## config.mk

```make
export PLATFORM = sky130hd
export DESIGN_NAME = l2_arbiter_fsm
export DESIGN_NICKNAME = d
export VERILOG_FILES = /design/src/rtl/lc3b_types.sv /design/src/rtl/l2_arbiter_fsm.sv
export SDC_FILE = /design/constraint.sdc
export NUM_CORES = 1
export LEC_CHECK = 0
export BUFFER_PORTS_ARGS = -buffer_cell sky130_fd_sc_hd__buf_2
export CORE_AREA = 2 2 626 628
export CTS_BUF_LIST = sky130_fd_sc_hd__clkbuf_16
export CTS_CLUSTER_SIZE = 28
export DETAILED_ROUTE_END_ITERATION = 7
export DIE_AREA = 0 0 628 630
export GPL_TIMING_DRIVEN = 1
export SKIP_CTS_REPAIR_TIMING = 1
export SYNTH_ARGS = -nofsm -noshare
export SYNTH_HDL_FRONTEND = slang
export SYNTH_SLANG_ARGS = --single-unit
```

## constraint.sdc

```tcl
create_clock -name clk -period 3 [get_ports clk]
set_clock_uncertainty 0.1 [all_clocks]
set_input_delay 0.45 -clock clk [delete_from_list [all_inputs] [get_ports clk]]
set_output_delay 0.45 -clock clk [all_outputs]
set_load 0.05 [all_outputs]
```

## src/rtl/lc3b_types.sv

```systemverilog
// rtl/lc3b_types.sv - shared LC-3b word/burst types and L2 arbiter state encoding
package lc3b_types;

    typedef logic [15:0]  lc3b_word;
    typedef logic [255:0] lc3b_burst;

    typedef enum logic [1:0] {
        ARB_IDLE,
        ARB_GRANT_I,
        ARB_GRANT_D
    } lc3b_arb_state;

    // Value of last_grant meaning "MEM was served last".
    localparam logic lc3b_arb_pri_d = 1'b1;

endpackage

```

## src/rtl/l2_arbiter_fsm.sv

```systemverilog
// rtl/l2_arbiter_fsm.sv - round-robin IF/MEM arbiter for the shared L2 port with transaction watchdog
module l2_arbiter_fsm
    import lc3b_types::*;
#(
    parameter int TIMEOUT_CYCLES = 1024
) (
    input  logic      clk,
    input  logic      rst_n,
    input  lc3b_word  IF_address,
    input  logic      IF_read,
    input  logic      IF_write,
    input  lc3b_burst IF_wdata,
    input  lc3b_word  MEM_address,
    input  logic      MEM_read,
    input  logic      MEM_write,
    input  lc3b_burst MEM_wdata,
    input  logic      l2_resp,
    input  lc3b_burst l2_rdata,
    output logic      l2i_resp,
    output lc3b_burst l2i_rdata,
    output logic      l2d_resp,
    output lc3b_burst l2d_rdata,
    output lc3b_word  l2_address,
    output logic      l2_read,
    output logic      l2_write,
    output lc3b_burst l2_wdata,
    output logic      gnt_i,
    output logic      gnt_d,
    output logic      timeout_err
);

    localparam int CW = (TIMEOUT_CYCLES > 0) ? $clog2(TIMEOUT_CYCLES + 1) : 1;
    localparam logic [CW-1:0] TMAX = CW'(TIMEOUT_CYCLES);

    lc3b_arb_state state;
    logic          last_grant;
    logic [CW-1:0] wd_cnt;
    logic          req_i;
    logic          req_d;

    assign req_i = IF_read | IF_write;
    assign req_d = MEM_read | MEM_write;

    always_ff @(posedge clk) begin
        if (!rst_n) begin
            state      <= ARB_IDLE;
            last_grant <= ~lc3b_arb_pri_d;
        end else begin
            case (state)
                ARB_IDLE: begin
                    if (req_i && req_d)
                        state <= (last_grant == lc3b_arb_pri_d) ? ARB_GRANT_I : ARB_GRANT_D;
                    else if (req_i)
                        state <= ARB_GRANT_I;
                    else if (req_d)
                        state <= ARB_GRANT_D;
                end
                ARB_GRANT_I: begin
                    if (l2_resp) begin
                        state      <= ARB_IDLE;
                        last_grant <= ~lc3b_arb_pri_d;
                    end else if (!req_i) begin
                        state <= ARB_IDLE;
                    end
                end
                ARB_GRANT_D: begin
                    if (l2_resp) begin
                        state      <= ARB_IDLE;
                        last_grant <= lc3b_arb_pri_d;
                    end else if (!req_d) begin
                        state <= ARB_IDLE;
                    end
                end
                default: state <= ARB_IDLE;
            endcase
        end
    end

    // Error sets on the same edge the counter reaches TMAX; the FSM is never forced out.
    always_ff @(posedge clk) begin
        if (!rst_n) begin
            wd_cnt      <= '0;
            timeout_err <= 1'b0;
        end else if (state == ARB_IDLE || l2_resp) begin
            wd_cnt <= '0;
        end else if (TIMEOUT_CYCLES != 0) begin
            if (wd_cnt != TMAX)
                wd_cnt <= wd_cnt + 1'b1;
            if (wd_cnt == TMAX - CW'(1) || wd_cnt == TMAX)
                timeout_err <= 1'b1;
        end
    end

    always_comb begin
        l2i_resp   = 1'b0;
        l2i_rdata  = '0;
        l2d_resp   = 1'b0;
        l2d_rdata  = '0;
        l2_address = '0;
        l2_read    = 1'b0;
        l2_write   = 1'b0;
        l2_wdata   = '0;
        gnt_i      = 1'b0;
        gnt_d      = 1'b0;
        case (state)
            ARB_GRANT_I: begin
                l2_address = IF_address;
                l2_read    = IF_read;
                l2_write   = IF_write;
                l2_wdata   = IF_wdata;
                l2i_resp   = l2_resp;
                l2i_rdata  = l2_rdata;
                gnt_i      = 1'b1;
            end
            ARB_GRANT_D: begin
                l2_address = MEM_address;
                l2_read    = MEM_read;
                l2_write   = MEM_write;
                l2_wdata   = MEM_wdata;
                l2d_resp   = l2_resp;
                l2d_rdata  = l2_rdata;
                gnt_d      = 1'b1;
            end
            default: ;
        endcase
    end

endmodule
```

### Yosys cells after proc, flatten, opt, wreduce, memory -nomap -nowiden

Cells that the tools add are included.

| word-level totals | value |
|---|---|
| logic and storage cells | 50 |
| output and inout bits | 791 |
| input port bits | 807 |
| flip-flop bits (word level) | 15 |

| operators by class | value |
|---|---|
| muxes and demuxes | 22 |
| $add $sub $neg | 1 |
| equal/unequal tests | 10 |
| reductions and logical operators | 9 |
| bitwise gates (word level) | 4 |

Operators with widths:

| cell | number |
|---|---|
| $mux W256 | 2 |
| $pmux W256 S2 | 1 |
| $pmux W16 S2 | 1 |
| $mux W2 | 8 |
| $add A11 B1 Y11 const B | 1 |
| $eq A11 B10 Y1 const B | 1 |
| $eq A11 B11 Y1 const B | 1 |
| $ne A11 B11 Y1 const B | 1 |
| $mux W1 | 6 |
| $ne A3 B3 Y1 const B | 2 |
| $pmux W1 S2 | 3 |
| $pmux W2 S3 | 1 |
| $reduce_and A3 Y1 | 2 |
| $ne A2 B2 Y1 const B | 2 |
| $ne A4 B4 Y1 const B | 1 |
| $eq A2 B1 Y1 const B | 1 |
| $eq A2 B2 Y1 const B | 1 |
| $logic_not A2 Y1 | 1 |
| $logic_or A1 B1 Y1 | 2 |
| $not A1 Y1 | 2 |
| $or A1 B1 Y1 | 2 |
| $reduce_and A2 Y1 | 1 |
| $reduce_bool A2 Y1 | 1 |
| $reduce_or A2 Y1 | 1 |
| $logic_and A1 B1 Y1 | 1 |

### Depth between registers and ports, before layout

| depth | value |
|---|---|
| depth in word-level cells | 5 |
| mapped depth | 7 |
| gate-level depth less buffers | 6 |

### Worst setup path after synthesis

OpenSTA, ideal clock, no wires.

| timing | value |
|---|---|
| path kind | flip-flop to output port |
| from | register state[0] |
| to | output port l2_wdata[142] |
| slack | 50 ps |
| path buffers | 3 |
| required time | 2450 ps |
| arrival time | 2400 ps |
| stages on the path, launching flop included | 8 |
| cell sequence | dfxtp_1 -> inv_1 -> ha_1 -> buf_2 -> buf_2 -> clkbuf_1 -> a22oi_1 -> nor2b_1 |

| between the ends | value |
|---|---|
| longest elaborated chain between the ends | 2 |
| elaborated cells on any way between the ends | 3 |
| classes of those cells | 2 x eq/ne; 1 x mux |

Ends and longest elaborated chain:

| what | line | text |
|---|---|---|
| start, declared | l2_arbiter_fsm.sv:35 | `lc3b_arb_state state;` |
| start signal, assigned | l2_arbiter_fsm.sv:52 | `state <= (last_grant == lc3b_arb_pri_d) ? ARB_GRANT_I : ARB_GRANT_D;` |
| $eq A2 B2 Y1 or $eq A2 B1 Y1 (tied branches) | l2_arbiter_fsm.sv:105 | `case (state)` |
| $pmux W256 S2 (*) | l2_arbiter_fsm.sv:105 |  |
| end, declared | l2_arbiter_fsm.sv:26 | `output lc3b_burst l2_wdata,` |

Every way passes the cells marked *; elsewhere a longest branch is shown, timed or not.

### Worst setup path in the final report

| timing | value |
|---|---|
| from | register state[0] |
| to | output port l2_wdata[235] |

Same word-level chain as after synthesis.

==> summary.txt <==
Fin util - 7.539%
Register area - 300.3 um^2
Worst Max-Slew Pin Slew - 0.7695 ns
Die area - 0.3956 mm^2
DR top layer - met5
Nets - 3607
Multi-input combinational cell area - 0.007465 mm^2
PwrDens - 393.4 mW/mm^2
Critical path class - reg2out
Max FO, Critical Path - 36
Synth async-reset ratio - 0%
Post-DP HPWL - 369000 um
RSZ-0062 raised after global routing - no
Clock tree sinks - 15
Fin area - 0.02927 mm^2
XOR/XNOR Fraction of Synth Area - 0.6303%
Antenna violations before repair - 475
Hold Crit Depth - 1
Die W - 628 um
CP Launch Type - flop
Initial Utilization - 2.148%
Violated checks - setup timing
Yosys warns - 0
CP endpoint kind - output pin
Largest family of logic cells by synthesized area - simple AND/OR/NAND/NOR gates
Max-Cap Viols - 0
Die Ht - 630 um
Fmax - 322.2 MHz
Final wirelength - 383700 um
Dpl cell area - 0.02842 mm^2
Number of DRC markers in iteration 0 - 2073
Tcrit/Tclk final - 103.4%
Mapped Area - 0.008338 mm^2
Placer Congestion - 1.333
GRT Resource Usage Total - 18.59%
Worst path arrival time - 2.55 ns
Drt first pass iters - 7
Mapped Cells - 1296
# rows - 229
Vias per cell - 2.442
Synth Area in Compound Gates - 25.77%
Vias in the first global route - 16950
Syn nets - 2108
Max-slew headroom - 48.70%
P&R area growth vs syn - 251.0%
DRT met1 WL - 121700 um
Share of layout cells above drive strength 1 - 59.38%
Final worst setup slack - -0.1034 ns
CP required - 2.45 ns
Worst vdd ir - 0.2699 mV
Core Region - 0.3882 mm^2
Reg2reg setup slack - 0.93 ns
Fin. max-slew vios - 0
Grt ovf - 0
Antenna viol nets, final - 0
DR WL met2 - 180000 um
Via count - 20240
Clock Pin Slew Worst Setup and Hold Paths - 0.05 ns
Synth Area in Adders - 0.7503%
IO buf count - 1597
Max clock buf depth - 2
Leakage power - 11.27 nW
Layout fillers - 45540
Syn Area/Cell - 6.434 um^2
Worst Hold Class - reg2reg
H-Tree Depth - 1
#FFs+latches synth - 15
Primary FF master, synth - dfxtp_1
Met3 wire length - 64290 um
DR DRC count - 0
EDFF count, synth - 0
Post-synthesis sequential area ratio - 3.601%
Final hold viol count - 0
Largest net degree at the start of global routing - 133
Wirelength per Cell - 46.30 um
Total negative slack - -0.1986 ns
Status - complete, but fails checks
Tmin final - 3.103 ns
First-pass GRT wire length - 420200 um
Post-synthesis simple-gate area fraction - 61.33%
Inserted Clock Buffers - 3
Post-synthesis mux area share - 0.3601%
Path depth of the worst reg2reg path - 8
Boundary Pins - 1598
Setup violations, final - 4
Post-synthesis cell type count - 36
CTS tree - built
Clk_lat worst skew - 0.25 ns
CTS Root Cell - clkbuf_16
area by class of cell:
| cell class | instances | share of cell area (%) |
|---|---|---|
| clock inverters | 1 | 0.02565 |
| repair buffers | 1643 | 48.36 |
| multi-input cells | 1126 | 25.50 |
| well taps | 5197 | 22.22 |
| clock buffers | 3 | 0.2565 |
| flip-flops and latches | 15 | 1.026 |
| diodes | 297 | 2.539 |
| inverters | 6 | 0.07695 |
layer usage:
metal,vias up,global-route usage [%]
met1,8992,17.46
met2,2302,31.63
met5,-,1.184
li1,7686,-
met3,990,13.86
met4,266,4.922
Yosys cell counts (all sizes together), types with 5 or more instances:
cell type	count	share of area, %
a21oi	5	0.35
a22oi	274	25
and2	514	39
buf	44	2.6
clkbuf	105	4.7
dfxtp	15	3.6
ha	5	0.75
inv	6	0.27
nand2	5	0.26
nand3	5	0.36
nor2	13	0.59
nor2b	275	21
xnor2	5	0.53
layout by cell type (no fill, tap or decap), drive strengths merged, types with 3 or more instances in the layout:
cell    synthesis  routed
a21oi           5       5
a22oi         274     274
and2          514     514
buf            44    1643
clkbuf        105       3
dfxtp          15      15
diode           0     297
ha              5       5
inv             6       6
mux2i           3       3
nand2           5       5
nand3           5       5
nor2           13      13
nor2b         275     275
o21ai           4       4
xnor2           5       5
cell families (layout without fill, tap and decap cells):
| family | Yosys count | count (layout) |
|---|---|---|
| AOI/OAI and AO/OA | 289 | 289 |
| xor gates and xnor gates | 6 | 6 |
| adders and majority gates | 5 | 5 |
| buffers and inverters | 155 | 1653 |
| DFF | 15 | 15 |
| muxes | 3 | 3 |
| other | 0 | 297 |
| and+or+nand+nor | 823 | 823 |
power breakdown:
| part | switching, W | leakage, nW | total, W | internal (W) |
|---|---|---|---|---|
| clock | 0.0000930 | 0.0390 | 0.000273 | 0.000180 |
| sequential | 0.00000836 | 0.121 | 0.000215 | 0.000206 |
| combinational | 0.00761 | 11.1 | 0.0110 | 0.00341 |
sequential cells by signal, summed over array words and instances, names as in the netlist:
name         flops
wd_cnt          11
state            2
last_grant       1
timeout_err      1
worst paths after layout:
check	start	endpoint
setup / recovery	state[0]	l2_wdata[235]
hold / removal	timeout_err	timeout_err
setup reg to reg	state[0]	state[0]
hold reg to reg	timeout_err	timeout_err
critical path, stage by stage (launching register included):
cell	delay [ns]
dfxtp_1	0.40
inv_1	0.14
ha_4	0.22
buf_12	0.16
buf_12	0.15
buf_12	0.18
a22oi_1	0.59
nor2b_1	0.19
buf_12	0.20
stage by stage:
stage | total power [W] | hold slack, ns | std cells | setup slack (ns)
global placement | 0.01136 | 0.3354 | 7987 | -0.04158
finish | 0.01151 | 0.3531 | 8288 | -0.1034
floorplan | 0.005215 | 0.3515 | 1296 | 0.04972
CTS | 0.01172 | 0.3525 | 7991 | -0.3461
global route | 0.01193 | 0.3697 | 8153 | 0.01059
detailed placement | 0.01142 | 0.3391 | 7987 | -0.05125
Power figures use the tool's default switching activity.
